File: config.mk
export PLATFORM = sky130hd
export DESIGN_NAME = cpu_ctrl
export DESIGN_NICKNAME = d
export VERILOG_FILES = /design/src/rtl/cpu_ctrl.sv
export SDC_FILE = /design/constraint.sdc
export NUM_CORES = 1
export LEC_CHECK = 0
export ABC_AREA = 1
export ABC_CLOCK_PERIOD_IN_PS = 2060
export CORE_MARGIN = 4
export CORE_UTILIZATION = 40
export DETAILED_ROUTE_END_ITERATION = 16
export GPL_TIMING_DRIVEN = 0
export PLACE_DENSITY = 0.68
export SLEW_MARGIN = 15
export SYNTH_ARGS = -nofsm -noshare
export SYNTH_HDL_FRONTEND = slang
export SYNTH_SLANG_ARGS = --single-unit
File: constraint.sdc
create_clock -name clk -period 2.06 [get_ports clk]
set_clock_uncertainty 0.15 [all_clocks]
set_input_delay 0.618 -clock clk [delete_from_list [all_inputs] [get_ports clk]]
set_output_delay 0.618 -clock clk [all_outputs]
set_load 0.05 [all_outputs]
File: src/rtl/cpu_ctrl.sv
// rtl/cpu_ctrl.sv - multi-cycle fetch/decode/execute/writeback sequencer
module cpu_ctrl #(
  parameter logic [7:0] RESET_PC = 8'h00,
  parameter int         TIMEOUT  = 15
) (
  input  logic        clk,
  input  logic        reset,
  input  logic        run,
  output logic        imem_req,
  output logic [7:0]  imem_addr,
  input  logic        imem_ack,
  input  logic [7:0]  imem_data,
  output logic [7:0]  ir,
  output logic [3:0]  rf_raddr,
  output logic        rf_we,
  output logic [3:0]  rf_waddr,
  output logic        alu_start,
  input  logic        alu_done,
  input  logic        zero_flag,
  output logic [2:0]  state,
  output logic        halted,
  output logic        err,
  output logic [15:0] retired
);

  typedef enum logic [2:0] {
    S_IDLE   = 3'd0,
    S_FETCH  = 3'd1,
    S_DECODE = 3'd2,
    S_EXEC   = 3'd3,
    S_WB     = 3'd4,
    S_HALT   = 3'd5
  } state_t;

  localparam int WW = (TIMEOUT > 1) ? $clog2(TIMEOUT) : 1;
  // Last EXEC cycle index in which alu_done may still arrive.
  localparam logic [WW-1:0] WAIT_LAST = WW'(TIMEOUT - 1);

  localparam logic [3:0] OP_NOP  = 4'h0;
  localparam logic [3:0] OP_BZ   = 4'hD;
  localparam logic [3:0] OP_JMP  = 4'hE;
  localparam logic [3:0] OP_HALT = 4'hF;

  state_t         state_q, state_d;
  logic [7:0]     pc;
  logic [WW-1:0]  wait_cnt;

  logic ir_load, pc_inc, pc_load, ret_inc, wait_inc, err_set;

  // Outputs that follow registered state directly; reset forces them at once.
  assign state     = state_q;
  assign imem_addr = pc;
  assign rf_raddr  = ir[3:0];
  assign halted    = (state_q == S_HALT);

  // State register.
  always_ff @(posedge clk or posedge reset) begin
    if (reset) state_q <= S_IDLE;
    else       state_q <= state_d;
  end

  // Next-state decode and per-state control strobes.
  always_comb begin
    state_d   = state_q;
    imem_req  = 1'b0;
    alu_start = 1'b0;
    rf_we     = 1'b0;
    rf_waddr  = 4'h0;
    ir_load   = 1'b0;
    pc_inc    = 1'b0;
    pc_load   = 1'b0;
    ret_inc   = 1'b0;
    wait_inc  = 1'b0;
    err_set   = 1'b0;
    case (state_q)
      S_IDLE: begin
        if (run) state_d = S_FETCH;
      end
      S_FETCH: begin
        imem_req = 1'b1;
        if (imem_ack) begin
          ir_load = 1'b1;
          pc_inc  = 1'b1;
          state_d = S_DECODE;
        end
      end
      S_DECODE: begin
        case (ir[7:4])
          OP_HALT: state_d = S_HALT;
          OP_JMP: begin
            pc_load = 1'b1;
            ret_inc = 1'b1;
            state_d = S_FETCH;
          end
          OP_BZ: begin
            pc_load = zero_flag;
            ret_inc = 1'b1;
            state_d = S_FETCH;
          end
          OP_NOP: begin
            ret_inc = 1'b1;
            state_d = S_FETCH;
          end
          default: state_d = S_EXEC;
        endcase
      end
      S_EXEC: begin
        // Counter is zero only in the first EXEC cycle.
        alu_start = (wait_cnt == '0);
        if (alu_done) begin
          state_d = S_WB;
        end else if (wait_cnt == WAIT_LAST) begin
          err_set = 1'b1;
          state_d = S_HALT;
        end else begin
          wait_inc = 1'b1;
        end
      end
      S_WB: begin
        rf_we    = 1'b1;
        rf_waddr = ir[3:0];
        ret_inc  = 1'b1;
        state_d  = run ? S_FETCH : S_IDLE;
      end
      S_HALT: state_d = S_HALT;
      default: state_d = S_IDLE;
    endcase
  end

  // Datapath registers: pc, instruction, retire count, ALU wait counter, error.
  always_ff @(posedge clk or posedge reset) begin
    if (reset) begin
      pc       <= RESET_PC;
      ir       <= 8'h00;
      retired  <= 16'h0000;
      wait_cnt <= '0;
      err      <= 1'b0;
    end else begin
      if (pc_inc)       pc <= pc + 8'd1;
      else if (pc_load) pc <= {ir[3:0], 4'h0};
      if (ir_load) ir <= imem_data;
      if (ret_inc) retired <= retired + 16'd1;
      // Any cycle that does not extend an ALU wait returns the counter to 0,
      // so it is always 0 on EXEC entry.
      wait_cnt <= wait_inc ? wait_cnt + 1'b1 : '0;
      if (err_set) err <= 1'b1;
    end
  end

endmodule

==> results.md <==
- The detailed-routed wire length on met3 is 422 um.
- Summed over all nets, the half-perimeter wirelength after detailed placement is 4.56 mm.
- The overall power after layout is 4.48 mW.
- The first global-routing pass estimated 11.1 mm of wire.
- The worst setup path startpoint is state[2]$_DFFE_PP0P_.
- The top fanout value on the critical path is 5.
- Counting every net in the synthesized netlist gives 347.
- The worst setup path is captured at an output pin.
- The top flip-flop cell by instance count after synthesis is sky130_fd_sc_hd__dfrtp_1.
- At the end of routability-driven placement, the weighted congestion stood at 0.770.
- Of all flip-flops after synthesis, the portion carrying an async set or reset was 1.00.
- The sum of overflow across all layers after global routing is 0.
- VDD sags by at most 0.798 mV.
- The run finished, with violations left.
- After detailed routing, the number of remaining DRC violations is 0.
- The worst setup timing slack at the placement stage is -0.656 ns.
- The post-route met1 wirelength is 2.67 mm.
- On the critical path, the stage with the largest delay is an instance of sky130_fd_sc_hd__dfrtp_2.
- The number of detailed-route iterations in the first pass is 4.
- The worst min-delay path category is reg2reg.
- The overall die height is 85.2 um.
- The number of synthesized register bits is 40.
- The worst endpoint required time is 1.29 ns.
- The post-layout instance area is 0.00328 mm^2.
- In this run the count of I/O pins placed on the die edge is 62.
- The ratio of final minimum period to clock period is 1.03.
- The number of hold-repair buffers added at the cts stage is 0.
- The power density of the placed cells is 1370 mW/mm^2.
- In this run the standard cell core region covers 0.00564 mm^2.
- Data on the critical path arrives at its endpoint at 1.36 ns.
- The clock-pin transition on the worst setup and hold timing paths is 0.08 ns.
- The synthesis-to-layout area growth is 37.6%.
- The gate family responsible for the most delay along the worst path is flip-flops.
- The mapped netlist covers 0.00238 mm^2.
- The critical path goes through inv_2 -> nand3_4 -> nor4_4 -> buf_6.
- For the pin with the worst max-slew slack, the measured transition is 0.503 ns.
- Of all cell types, the one taking the most synthesized area is sky130_fd_sc_hd__dfrtp_1.
- The total placed instance area is 0.00317 mm^2.
- The number of core rows is 27.
- The leakage power figure is 1.64 nW.
- The number of antenna violations at the first check in global routing is 0.
- The routed design has 6.27 mm of wire.
- Static timing analysis puts the maximum clock frequency at 0.469 GHz.
- The top-area cell type share of the netlist area is 0.420.
- The ratio of routed vias to standard cells is 4.94.
- Setup repair after global routing could not meet its margin everywhere.
- Synthesis produced 328 cells.
- The kind of launch point of the worst setup path is a flip-flop.
- The clock latency of the later-clocked register in the worst-skew pair is 0.29 ns.
- The unique cell type count in the Yosys netlist is 26.
- The kind of critical path is reg2out.
- The area enclosed by the die boundary is 0.00725 mm^2.
- The TritonCTS clock tree is done.
- The longest clock path from root to sink contains 2 buffers.
- After the first detailed-routing iteration, the DRC count stood at 83.
- The final reports fail on negative setup slack.
- The amount of wire on met2 after detailed routing is 3.13 mm.
- The highest signal layer in the routed design is met4.
- The total via count after detailed routing is 2366.
- In the post-route analysis, the smallest setup slack over all paths is -0.0702 ns.
- The worst hold-check slack is 0.324 ns.
- The number of antenna diodes in the final layout is 0.
- The via count of the first global-routing pass is 2408.
- In the global route stage, overall resource usage came out at 0.186.
- The mean routed wirelength per cell is 13.1 um.
- The number of buffers created by CTS is 5.
- Max-cap violations in this run came to 0.
- The largest single stage delay on the critical path is 0.45 ns.
- The clock root buffer is sky130_fd_sc_hd__clkbuf_8.
- The TritonCTS sink count is 40.
- The number of levels the H-tree was split into is 2.
- Setup violations remaining at the end of the flow were counted as 5.
- Of the cells placed in the final design, the portion with a size suffix greater than 1 is 0.199.
- The max-slew headroom at the worst pin is 0.666.
- After the last flow step, the layout net total stands at 426.
- The depth of the critical timing path with buffers and inverters included is 4.
- Counting cells, the worst reg-to-reg path comes to 7.
- The register-to-register path setup slack is 0.35 ns.
- The launch point of the worst reg-to-reg path is retired[0]$_DFFE_PP0P_.
- The number of synthesized flops with an enable pin is 0.
- The total count of max-transition violations in the final report is 0.
- The post-synthesis sequential area ratio is 0.420.
- Each instance of the synthesized netlist takes up on average 7.26 um^2.
- The capture point of the critical path is alu_start.
- The port buffer count is 61.
- The worst path buffer plus inverter count is 2.
- In this run the critical register-to-register path is captured at retired[8]$_DFFE_PP0P_.
- The initial utilization of the core area, before any placement, comes to 0.422.
- In this run the horizontal extent of the chip is 85.2 um.
- The total count of hold-check failures in the final report came to 0.
- In the post-synthesis netlist, the biggest area contributors are sky130_fd_sc_hd__dfrtp_1 (42%), sky130_fd_sc_hd__nand2_1 (17%), sky130_fd_sc_hd__nand3_1 (9.2%).
- The count of nets left with antenna violations after detail routing is 0.
- The core utilization of the finished layout is 0.581.
- The number of warnings printed during yosys synthesis is 0.
- The pin count of the biggest net entering global routing is 34.
- After layout, the minimum clock period comes to 2.13 ns.
tightest hold or removal path: stages, from the launching register on:
cell                      delay, ns
sky130_fd_sc_hd__dfrtp_1       0.34
sky130_fd_sc_hd__inv_1         0.04
sky130_fd_sc_hd__o31ai_1       0.06
state kept, by name (all words and copies together), names as in the netlist:
| name | cells |
|---|---|
| imem_addr | 8 |
| wait_cnt | 4 |
| state | 3 |
| ir | 8 |
| retired | 16 |
| err | 1 |
power breakdown:
group          switching (mW)  total, mW  internal (mW)
registers               0.246       1.24          0.996
clock network           0.278      0.509          0.231
logic                    1.87       2.73          0.860
total                    2.39       4.48           2.09
cells in the final DEF (no fill, tap or decap), drive strengths merged:
cell           instances
o21bai                 1
xnor2                  4
xor2                   5
dfrtp                 40
o21ai                 18
nand2                112
o31ai                  1
nand3b                 1
nor3                   1
dlygate4sd2           11
clkdlybuf4s15         16
buf                   31
nand3                 45
clkinv                 1
nor2                  36
clkdlybuf4s50         13
clkbuf                19
nor4                   2
o22ai                  1
nand4                  8
ha                     5
inv                   36
metrics by stage:
step                cells  TNS (ns)
global placement      461    -27.51
detailed placement    462     -3.74
global route          479    -0.818
CTS                   477    -0.567
finish                479    -0.200
floorplan             328     -1.77
metal layers:
metal  vias up  GRT usage
met3         7     0.0583
met2        57      0.326
met1      1101      0.225
met5         -          0
li1       1201          -
met4         0     0.0360
cell usage after synthesis (2+ instances only):
cell type,instances
sky130_fd_sc_hd__inv_2,3
sky130_fd_sc_hd__buf_2,2
sky130_fd_sc_hd__nor2_1,34
sky130_fd_sc_hd__o21ai_1,2
sky130_fd_sc_hd__nand2_2,3
sky130_fd_sc_hd__nand4_1,8
sky130_fd_sc_hd__buf_6,4
sky130_fd_sc_hd__nor4_1,2
sky130_fd_sc_hd__ha_1,5
sky130_fd_sc_hd__nand2_1,107
sky130_fd_sc_hd__dfrtp_1,40
sky130_fd_sc_hd__xor2_1,5
sky130_fd_sc_hd__nand3_1,44
sky130_fd_sc_hd__buf_4,6
sky130_fd_sc_hd__xnor2_1,4
sky130_fd_sc_hd__nand2_4,2
sky130_fd_sc_hd__o21ai_0,16
sky130_fd_sc_hd__inv_1,33
area by class of cell:
cell class | instances | area (um^2)
sequential | 40 | 1000
tap | 72 | 90.1
multi-input combinational | 240 | 1220
clock inverter | 1 | 5.00
timing repair buffer | 74 | 669
fill | 528 | 2360
clock buffer | 6 | 72.6
inverter | 36 | 138
buffer | 10 | 77.6
how the worst min path moves through the flow:
stage	endpoint	from	depth (start not counted)	slack, ns
CTS	err$_DFFE_PP0P_	err$_DFFE_PP0P_	2	0.33
floorplan	wait_cnt[0]$_DFF_PP0_	wait_cnt[0]$_DFF_PP0_	1	0.30
finish	err$_DFFE_PP0P_	err$_DFFE_PP0P_	2	0.32
global placement	err$_DFFE_PP0P_	err$_DFFE_PP0P_	2	0.30
global route	err$_DFFE_PP0P_	err$_DFFE_PP0P_	2	0.36
detailed placement	err$_DFFE_PP0P_	err$_DFFE_PP0P_	2	0.31
what timing repair did:
item	CTS	global route
buffers inserted	9	3
endpoints found under the setup margin	48	31
gates resized for setup	116	42
pin swaps	2	3
cell families (layout without fill, tap and decap cells):
| logic type | count (synthesis) | in the layout | share of synthesized area |
|---|---|---|---|
| buffers and inverters | 48 | 127 | 0.0987 |
| and+or+nand+nor | 205 | 205 | 0.375 |
| AOI/OAI and AO/OA | 21 | 21 | 0.0467 |
| xor gates and xnor gates | 9 | 9 | 0.0331 |
| DFF | 40 | 40 | 0.420 |
| adders and majority gates | 5 | 5 | 0.0263 |
No activity file was read; power rests on OpenSTA's default activity.
